### config.mk
export PLATFORM = sky130hd
export DESIGN_NAME = mini_cpu_core
export DESIGN_NICKNAME = d
export VERILOG_FILES = /design/src/rtl/mini_cpu_pkg.sv /design/src/rtl/mini_cpu_alu.sv /design/src/rtl/mini_cpu_core.sv
export SDC_FILE = /design/constraint.sdc
export NUM_CORES = 1
export LEC_CHECK = 0
export ABC_AREA = 1
export CAP_MARGIN = 20
export CORE_MARGIN = 2
export CORE_UTILIZATION = 55
export CTS_BUF_LIST = sky130_fd_sc_hd__clkbuf_16
export CTS_CLUSTER_SIZE = 20
export DETAILED_ROUTE_END_ITERATION = 10
export GPL_TIMING_DRIVEN = 0
export PLACE_DENSITY = 0.73
export SYNTH_ARGS = -nofsm -noshare
export SYNTH_HDL_FRONTEND = slang
export SYNTH_HIERARCHICAL = 1
export SYNTH_SLANG_ARGS = --single-unit
### constraint.sdc
create_clock -name clk -period 4.4 [get_ports clk]
set_input_delay 0.44 -clock clk [delete_from_list [all_inputs] [get_ports clk]]
set_output_delay 0.44 -clock clk [all_outputs]
set_load 0.05 [all_outputs]
### src/rtl/mini_cpu_pkg.sv
// Shared definitions for the mini_cpu_core slice: instruction field layout,
// opcode values, FSM state encoding and small decode helpers.
package mini_cpu_pkg;

    localparam int OP_LSB  = 0;
    localparam int OP_W    = 6;
    localparam int RD_LSB  = 6;
    localparam int RS_LSB  = 10;
    localparam int IMM_LSB = 14;

    localparam logic [OP_W-1:0] OP_NOP    = 6'd0;
    localparam logic [OP_W-1:0] OP_MOV_RR = 6'd1;
    localparam logic [OP_W-1:0] OP_MOV_RI = 6'd2;
    localparam logic [OP_W-1:0] OP_ADD_RR = 6'd3;
    localparam logic [OP_W-1:0] OP_ADD_RI = 6'd4;
    localparam logic [OP_W-1:0] OP_SUB_RR = 6'd5;
    localparam logic [OP_W-1:0] OP_SUB_RI = 6'd6;
    localparam logic [OP_W-1:0] OP_AND_RR = 6'd7;
    localparam logic [OP_W-1:0] OP_OR_RR  = 6'd8;
    localparam logic [OP_W-1:0] OP_CMP_RR = 6'd9;
    localparam logic [OP_W-1:0] OP_JE     = 6'd10;
    localparam logic [OP_W-1:0] OP_JNE    = 6'd11;
    localparam logic [OP_W-1:0] OP_JMP_R  = 6'd12;
    localparam logic [OP_W-1:0] OP_HALT   = 6'd13;

    typedef enum logic [1:0] {
        ST_IDLE_RST,
        ST_FETCH,
        ST_EXEC,
        ST_HALT
    } state_e;

    function automatic int clog2(input int value);
        int r;
        r = 0;
        while ((1 << r) < value) r++;
        return r;
    endfunction

    // ALU ops and CMP are the only instructions that touch Z/C.
    function automatic logic updates_flags(input logic [OP_W-1:0] op);
        return (op >= OP_ADD_RR) && (op <= OP_CMP_RR);
    endfunction

    function automatic logic uses_imm(input logic [OP_W-1:0] op);
        return (op == OP_MOV_RI) || (op == OP_ADD_RI) || (op == OP_SUB_RI);
    endfunction

    function automatic logic is_illegal(input logic [OP_W-1:0] op);
        return op > OP_HALT;
    endfunction

endpackage

### src/rtl/mini_cpu_alu.sv
// Combinational ALU: computes result, zero/carry and whether rd is written.
// SUB and CMP report borrow in c; AND/OR clear it.
module mini_cpu_alu
    import mini_cpu_pkg::*;
#(
    parameter int DATA_W = 16
) (
    input  logic [5:0]        op,
    input  logic [DATA_W-1:0] a,
    input  logic [DATA_W-1:0] b,
    output logic [DATA_W-1:0] result,
    output logic              z,
    output logic              c,
    output logic              we
);

    logic [DATA_W:0] sum;
    logic [DATA_W:0] diff;

    assign sum  = {1'b0, a} + {1'b0, b};
    assign diff = {1'b0, a} - {1'b0, b};

    // NOTE: every output gets a default first so no path through the case infers a latch.
    always_comb begin
        result = '0;
        c      = 1'b0;
        we     = 1'b0;
        case (op)
            OP_MOV_RR, OP_MOV_RI: begin
                result = b;
                we     = 1'b1;
            end
            OP_ADD_RR, OP_ADD_RI: begin
                result = sum[DATA_W-1:0];
                c      = sum[DATA_W];
                we     = 1'b1;
            end
            OP_SUB_RR, OP_SUB_RI: begin
                result = diff[DATA_W-1:0];
                c      = diff[DATA_W];
                we     = 1'b1;
            end
            OP_AND_RR: begin
                result = a & b;
                we     = 1'b1;
            end
            OP_OR_RR: begin
                result = a | b;
                we     = 1'b1;
            end
            OP_CMP_RR: begin
                result = diff[DATA_W-1:0];
                c      = diff[DATA_W];
            end
            default: ;
        endcase
        z = (result == '0);
    end

endmodule

### src/rtl/mini_cpu_core.sv
// Multi-cycle accumulator-style CPU: req/ack instruction fetch, register file,
// Z/C flags, retire/halt/illegal reporting. Two cycles per instruction plus wait states.
module mini_cpu_core
    import mini_cpu_pkg::*;
#(
    parameter int                DATA_W       = 16,
    parameter int                ADDR_W       = 8,
    parameter int                NREGS        = 4,
    parameter int                INSTR_W      = 24,
    parameter logic [ADDR_W-1:0] RESET_VECTOR = '0
) (
    input  logic               clk,
    input  logic               reset,
    output logic               imem_req,
    output logic [ADDR_W-1:0]  imem_addr,
    input  logic               imem_ack,
    input  logic [INSTR_W-1:0] imem_rdata,
    output logic               retire,
    output logic [ADDR_W-1:0]  retire_pc,
    output logic               halted,
    output logic               illegal
);

    localparam int REG_IDX_W = clog2(NREGS);
    localparam int IMM_W     = INSTR_W - IMM_LSB;

    state_e              state_q, state_d;
    logic [ADDR_W-1:0]   pc_q, pc_d;
    logic [INSTR_W-1:0]  instr_q, instr_d;
    logic [DATA_W-1:0]   regs_q [NREGS];
    logic [DATA_W-1:0]   regs_d [NREGS];
    logic                z_q, z_d, c_q, c_d;
    logic                imem_req_q, imem_req_d;
    logic [ADDR_W-1:0]   imem_addr_q, imem_addr_d;
    logic                retire_q, retire_d;
    logic [ADDR_W-1:0]   retire_pc_q, retire_pc_d;
    logic                halted_q, halted_d;
    logic                illegal_q, illegal_d;

    logic [OP_W-1:0]          op;
    logic [REG_IDX_W-1:0]     rd_idx, rs_idx;
    logic signed [IMM_W-1:0]  imm;
    logic [DATA_W-1:0]        rd_val, rs_val, alu_b, alu_result;
    logic                     alu_z, alu_c, alu_we;
    logic [ADDR_W-1:0]        pc_inc, branch_target;
    logic                     unused_instr;

    // Register indices keep only the low bits; extra rd/rs bits are don't-care.
    assign op            = instr_q[OP_LSB +: OP_W];
    assign rd_idx        = instr_q[RD_LSB +: REG_IDX_W];
    assign rs_idx        = instr_q[RS_LSB +: REG_IDX_W];
    assign imm           = instr_q[INSTR_W-1:IMM_LSB];
    assign unused_instr  = ^instr_q;

    assign rd_val        = regs_q[rd_idx];
    assign rs_val        = regs_q[rs_idx];
    assign alu_b         = uses_imm(op) ? DATA_W'(imm) : rs_val;
    assign pc_inc        = pc_q + ADDR_W'(1);
    assign branch_target = pc_inc + ADDR_W'(imm);

    mini_cpu_alu #(.DATA_W(DATA_W)) u_alu (
        .op     (op),
        .a      (rd_val),
        .b      (alu_b),
        .result (alu_result),
        .z      (alu_z),
        .c      (alu_c),
        .we     (alu_we)
    );

    always_comb begin
        state_d     = state_q;
        pc_d        = pc_q;
        instr_d     = instr_q;
        regs_d      = regs_q;
        z_d         = z_q;
        c_d         = c_q;
        imem_req_d  = imem_req_q;
        imem_addr_d = imem_addr_q;
        retire_d    = 1'b0;
        retire_pc_d = retire_pc_q;
        halted_d    = halted_q;
        illegal_d   = 1'b0;

        case (state_q)
            ST_IDLE_RST: begin
                state_d     = ST_FETCH;
                imem_req_d  = 1'b1;
                imem_addr_d = pc_q;
            end
            ST_FETCH: begin
                if (imem_ack) begin
                    instr_d    = imem_rdata;
                    state_d    = ST_EXEC;
                    imem_req_d = 1'b0;
                end
            end
            ST_EXEC: begin
                retire_d    = 1'b1;
                retire_pc_d = pc_q;
                pc_d        = pc_inc;
                case (op)
                    OP_JE:    if (z_q)  pc_d = branch_target;
                    OP_JNE:   if (!z_q) pc_d = branch_target;
                    OP_JMP_R: pc_d = ADDR_W'(rs_val);
                    default: ;
                endcase

                if (is_illegal(op)) begin
                    illegal_d = 1'b1;
                    pc_d      = RESET_VECTOR;
                end else begin
                    if (alu_we) regs_d[rd_idx] = alu_result;
                    if (updates_flags(op)) begin
                        z_d = alu_z;
                        c_d = alu_c;
                    end
                end

                if (op == OP_HALT) begin
                    state_d  = ST_HALT;
                    halted_d = 1'b1;
                end else begin
                    state_d     = ST_FETCH;
                    imem_req_d  = 1'b1;
                    imem_addr_d = pc_d;
                end
            end
            ST_HALT: ;
        endcase
    end

    // NOTE: state uses non-blocking assignments so every flop samples pre-edge values.
    always_ff @(posedge clk or posedge reset) begin
        if (reset) begin
            state_q     <= ST_IDLE_RST;
            pc_q        <= RESET_VECTOR;
            instr_q     <= '0;
            z_q         <= 1'b0;
            c_q         <= 1'b0;
            imem_req_q  <= 1'b0;
            imem_addr_q <= RESET_VECTOR;
            retire_q    <= 1'b0;
            retire_pc_q <= '0;
            halted_q    <= 1'b0;
            illegal_q   <= 1'b0;
            // NOTE: the register file is architecturally zero after reset, so it is reset here.
            for (int i = 0; i < NREGS; i++) regs_q[i] <= '0;
        end else begin
            state_q     <= state_d;
            pc_q        <= pc_d;
            instr_q     <= instr_d;
            z_q         <= z_d;
            c_q         <= c_d;
            imem_req_q  <= imem_req_d;
            imem_addr_q <= imem_addr_d;
            retire_q    <= retire_d;
            retire_pc_q <= retire_pc_d;
            halted_q    <= halted_d;
            illegal_q   <= illegal_d;
            regs_q      <= regs_d;
        end
    end

    assign imem_req  = imem_req_q;
    assign imem_addr = imem_addr_q;
    assign retire    = retire_q;
    assign retire_pc = retire_pc_q;
    assign halted    = halted_q;
    assign illegal   = illegal_q;

endmodule
==> impl_metrics.tcl, run 1 <==
set metrics [dict create \
    drv_cap 0 \
    detailedPlacementHpwl_um 19800 \
    dieHeight_um 133 \
    die_width_um 133 \
    ir_drop_v 0.000427 \
    p_leak_uw 0.00535 \
    start_util 0.560 \
    final_max_slew_viol_count 0 \
    clk_pin_slew_ps 50 \
    cp-start-kind "flop" \
    grt_pass1_wl_um 41700 \
    powerDensity_nw_per_um2 602 \
    wl_met2_um 11400 \
    ff2ff_path_depth 23 \
    layout-drive-gt1-share 0.118 \
    end_kind "flop" \
    slew_headroom 0.492 \
    vias_per_cell 5.56 \
    ant_nets 0 \
    max_freq_mhz 242 \
    cts_hold_buf 0 \
    numCtsBuffers 17 \
    dieArea_um2 17800 \
    syn-cell-area_um2 9220 \
    core_area_um2 16500 \
    dr.pass1.iters 8 \
    syn_area_per_cell_um2 7.02 \
    grt_overflow 0 \
    finalSetupViolCount 0 \
    nets 1467 \
    avgRoutedWirePerCell_um 16.2 \
    area_delta_synth_final_pct 15.2 \
    placed_area_um2 9940 \
    grt_pass1_vias 8155 \
    timing.final.crit_share 0.938 \
    layout_common_cells "nand2_1 (358), inv_1 (198), dfrtp_1 (115), nor2_1 (101), nand3_1 (85)" \
    rows 47 \
    rsz0062_at_grt "no" \
    syn-instance-count 1312 \
    ctsHtreeMaxLevel 4 \
    status "completed" \
    critPathMaxFanout 8 \
    worstSetupPathType "reg -> reg" \
    m1WireLength_um 12200 \
    top_layer_used "met4" \
    period_needed_ps 4130 \
    vias 8945 \
    critPathRequiredTime_ps 4740 \
    drt_iter0_drc 930 \
    drt_wl_total_um 26000 \
    grt_max_degree 63 \
    ios 47 \
    finalInstanceArea_um2 10600 \
    root_buffer "clkbuf_16" \
    antenna_found_initial 0 \
    clockBufferDepth 2 \
    grt_usage 0.297 \
    port_buffers 42 \
    tightest_slew_ps 762 \
    holdWs_ps 470 \
    wl_met3_um 2080 \
    final_hold_viol_count 0 \
    clkLatencyLatePin_ps 420 \
    layout_commonest_cell "nand2_1" \
    fin_skew_ps 10.1 \
    yosysWarningCount 6 \
    hold_class "in -> async" \
    arrival_ps 4470 \
    drc_errors 0 \
    cts_sinks 115 \
    diodes 0 \
    gp_congestion 0.908 \
    cts_tree "built" \
    syn_nets 1403 \
]
metrics by stage:
stage	TNS, ps	setup WS (ps)	utilization	total power [uW]	std cells
2_1_floorplan	0	916	-	3970	1312
3_5_place_dp	-182	-182	0.604	4890	1575
5_1_grt	0	3.04	0.645	6880	1608
6_report	0	271	0.645	6400	1608
3_3_place_gp	-91040	-799	0.602	4830	1574
4_1_cts	0	75.7	0.641	6320	1608
area by class of cell:
class | instances | area (um2)
repair buffers | 45 | 463
clock inverters | 14 | 170
multi-input cells | 936 | 5300
well taps | 220 | 275
clock buffers | 17 | 425
inverters | 213 | 807
plain buffers | 48 | 304
flip-flops and latches | 115 | 2880
fillers | 1491 | 5840
worst paths after layout:
kind	startpoint	end	slack, ps
worst max register to register	instr_q[4]$_DFFE_PP0P_	z_q$_DFFE_PP0P_	270
worst max-delay path	instr_q[4]$_DFFE_PP0P_	z_q$_DFFE_PP0P_	270
max in group asynchronous	reset	retire_pc[2]$_DFFE_PP0P_	3240
worst min register to register	retire_pc[5]$_DFFE_PP0P_	retire_pc[5]$_DFFE_PP0P_	470
worst min-delay path	reset	regs_q[45]$_DFFE_PP0P_	470
min in group clk	retire_pc[5]$_DFFE_PP0P_	retire_pc[5]$_DFFE_PP0P_	470
critical path, stage by stage (launching register included):
cell	delay [ps]
dfrtp_1	440
nor2_4	210
inv_2	70
nor2_2	130
inv_2	60
a211oi_4	250
buf_4	190
nand2_1	260
o31ai_1	260
inv_1	160
ha_1	310
buf_4	150
inv_1	100
a21oi_1	150
nand2_1	80
a21oi_1	120
nand3_1	90
nand3_1	120
nand3_1	240
nor2_1	200
nand3_1	110
nor2_1	160
nor2_1	70
a21oi_1	110
registers in the layout, summed over array words and instances (netlist names), 2 cells and up:
signal	flops
instr_q	20
imem_addr	8
regs_q	64
pc_q	8
state_q	2
retire_pc	8
routing by layer:
layer	vias up	track usage
met4	0	0.0827
met5	-	0
met3	39	0.0601
li1	4359	-
met1	4170	0.437
met2	377	0.447
timing repair:
action                     in CTS  in global routing
resized for setup               0                 18
pin swaps                       1                  0
buffers inserted                2                  0
setup endpoints to repair       1                 17
report_power, final:
group	switching (uW)	internal (uW)
logic	2460	1140
registers	167	1240
clock network	468	929
total	3100	3300
(Power assumes the default switching activity.)
==> inputs of run 2 (changes only) <==
Settings changed: ABC_CLOCK_PERIOD_IN_PS from default to 4400, CORE_UTILIZATION 55 to 25, PLACE_DENSITY 0.73 to 0.39.
==> run 2 against run 1 <==
Compared with the run above:
- via count down 5.0%
- non-clock buffer count unchanged
- largest cell class unchanged
- routed wire length up 19%
- clock power up 11%
- hold slack worse by 31 ps
- largest power group unchanged
- critical path type unchanged
- global-route usage down 13 points
- combinational power up 4%
==> impl_metrics.tcl, run 2 (synthesis gave the netlist of run 1 again) <==
set metrics [dict create \
    status "completed" \
    setup_ws_ps 362 \
    clkLatencyLatePin_ps 420 \
    powerDensity_nw_per_um2 605 \
    gp_congestion 0.823 \
    p_sw_uw 3260 \
    nets 1467 \
    grt_usage 0.166 \
    worstSetupPathType "reg -> reg" \
    power_frac_comb 0.558 \
    place_ws_ps -612 \
    ios 47 \
    rr_endpoint "z_q$_DFFE_PP0P_" \
    p_seq_frac 0.210 \
    reg_top3 "regs_q x64, instr_q x20" \
    fin_skew_ps 7.52 \
    layout_commonest_cell "nand2_1" \
    power_frac_clock 0.232 \
    multiInputGateArea_um2 5400 \
    grt_pass1_vias 8592 \
    critPathRequiredTime_ps 4740 \
    crit_top_cell "nand3_1" \
    slowest_stage "dfrtp_1" \
    vias 8499 \
    core_area_um2 36400 \
    fillers 4028 \
    ir_drop_v 0.000330 \
    final_hold_viol_count 0 \
    ant_nets 0 \
    tightest_slew_ps 821 \
    diodes 0 \
    startpoint "instr_q[5]$_DFFE_PP0P_" \
    rrSetupSlack_ps 360 \
    intPower_uw 3450 \
    crit-reg2reg-launch "instr_q[5]$_DFFE_PP0P_" \
    cts_hold_buf 0 \
    register_area_um2 2880 \
    ff2ff_path_depth 24 \
    fin_setup_tns_ps 0 \
    timing.final.crit_share 0.918 \
    cts_tree "built" \
    path_depth 24 \
    layout-drive-gt1-share 0.132 \
    max_freq_mhz 248 \
    vias_per_cell 4.58 \
    endpoint "z_q$_DFFE_PP0P_" \
    cp_num_buf_inv 6 \
    numCtsBuffers 17 \
    root_buffer "clkbuf_16" \
    clk_pin_slew_ps 60 \
    area_delta_synth_final_pct 20.4 \
    critPathMaxFanout 10 \
    detailedPlacementHpwl_um 24300 \
    ctsHtreeMaxLevel 4 \
    dieArea_um2 38400 \
    grt_pass1_wl_um 49000 \
    finalSetupViolCount 0 \
    cts_sinks 115 \
    max_stage_delay_ps 440 \
    switching_share 0.486 \
    layout_common_cells "nand2_1 (357), inv_1 (199), dfrtp_1 (115), nor2_1 (100)" \
    start_util 0.253 \
    clockBufferDepth 2 \
    cp-start-kind "flop" \
    crit_family "simple AND/OR/NAND/NOR gates" \
    avgRoutedWirePerCell_um 16.7 \
    drv_cap 0 \
    slew_headroom 0.453 \
    die_width_um 196 \
    drt_wl_total_um 31000 \
    arrival_ps 4380 \
    drt_iter0_drc 523 \
    rows 70 \
    port_buffers 42 \
    hold_class "in -> async" \
    grt_overflow 0 \
    end_kind "flop" \
    p_leak_uw 0.00545 \
    max_flop_register "regs_q" \
    dr.pass1.iters 5 \
    antenna_found_initial 0 \
    placed_area_um2 10300 \
    finalInstanceArea_um2 11100 \
    grt_max_degree 65 \
    cp_cell_sequence "nor2_4 > inv_2 > nor2_2 > inv_2 > a211oi_4 > inv_2 > buf_4 > o21ai_2 > inv_1 > ha_1 > buf_4 > nor2_2 > nand3_1 > nand3_2 > nand2_1 > nand2_1 > nand2_1 > nand3_1 > nand3_1 > nor2_1 > nand3_1 > nor2_2 > nor2_1 > a21oi_1" \
    period_needed_ps 4040 \
    final_max_slew_viol_count 0 \
    drc_errors 0 \
    largest_register_ffs 64 \
    dieHeight_um 196 \
]
[run 2: worst min-delay path by stage]
stage / startpoint / endpoint / cells after the start
final: reset / regs_q[14]$_DFFE_PP0P_ / 2
after global placement: halted$_DFFE_PP0P_ / halted$_DFFE_PP0P_ / 1
after CTS: reset / regs_q[14]$_DFFE_PP0P_ / 2
after floorplan: instr_q[23]$_DFFE_PP0P_ / instr_q[23]$_DFFE_PP0P_ / 1
after global routing: reset / regs_q[14]$_DFFE_PP0P_ / 2
after detailed placement: retire_pc[2]$_DFFE_PP0P_ / retire_pc[2]$_DFFE_PP0P_ / 2
[run 2: cell type report]
class | count | area share
Clock inverter | 15 | 0.0199
Clock buffer | 17 | 0.0383
Sequential cell | 115 | 0.259
Buffer | 48 | 0.0281
Tap cell | 468 | 0.0528
Multi-Input combinational cell | 936 | 0.487
Inverter | 213 | 0.0728
Timing Repair Buffer | 45 | 0.0417
[run 2: per-layer routing]
metal | vias to the layer above | GRT usage | routed length (um)
met2 | 133 | 0.267 | 14000
met1 | 3986 | 0.238 | 15700
met3 | 22 | 0.0184 | 935
li1 | 4358 | - | -
met4 | 0 | 0.0438 | 389
met5 | - | 0 | 0
[run 2: stage by stage]
step	total power, uW	utilization	std cells	hold WS [ps]
global route	7300	0.304	1857	497
detailed placement	5100	0.281	1823	462
finish	6710	0.304	1857	439
global placement	5090	0.281	1822	458
floorplan	3970	-	1312	480
CTS	6720	0.301	1857	453
[run 2: power by group through the flow]
stage / sequential, uW / clock [uW] / combinational [uW]
CTS: 1410 / 1590 / 3720
floorplan: 1560 / 0 / 2410
finish: 1410 / 1560 / 3750
global route: 1440 / 1630 / 4230
detailed placement: 1430 / 0 / 3670
global placement: 1430 / 0 / 3670
[run 2: what timing repair did]
| item | in CTS | in global routing |
|---|---|---|
| gates cloned | 0 | 0 |
| buffers inserted | 2 | 0 |
| pin swaps | 1 | 1 |
| endpoints found under the setup margin | 37 | 2 |
| endpoints found under the hold margin | 0 | 0 |
| gates resized for setup | 10 | 36 |
==> inputs of run 3 (changes only) <==
Settings changed: GPL_ROUTABILITY_DRIVEN from default to 0.
==> results of run 3 <==
The final DEF is identical to that of run 2; final timing and power are the same.
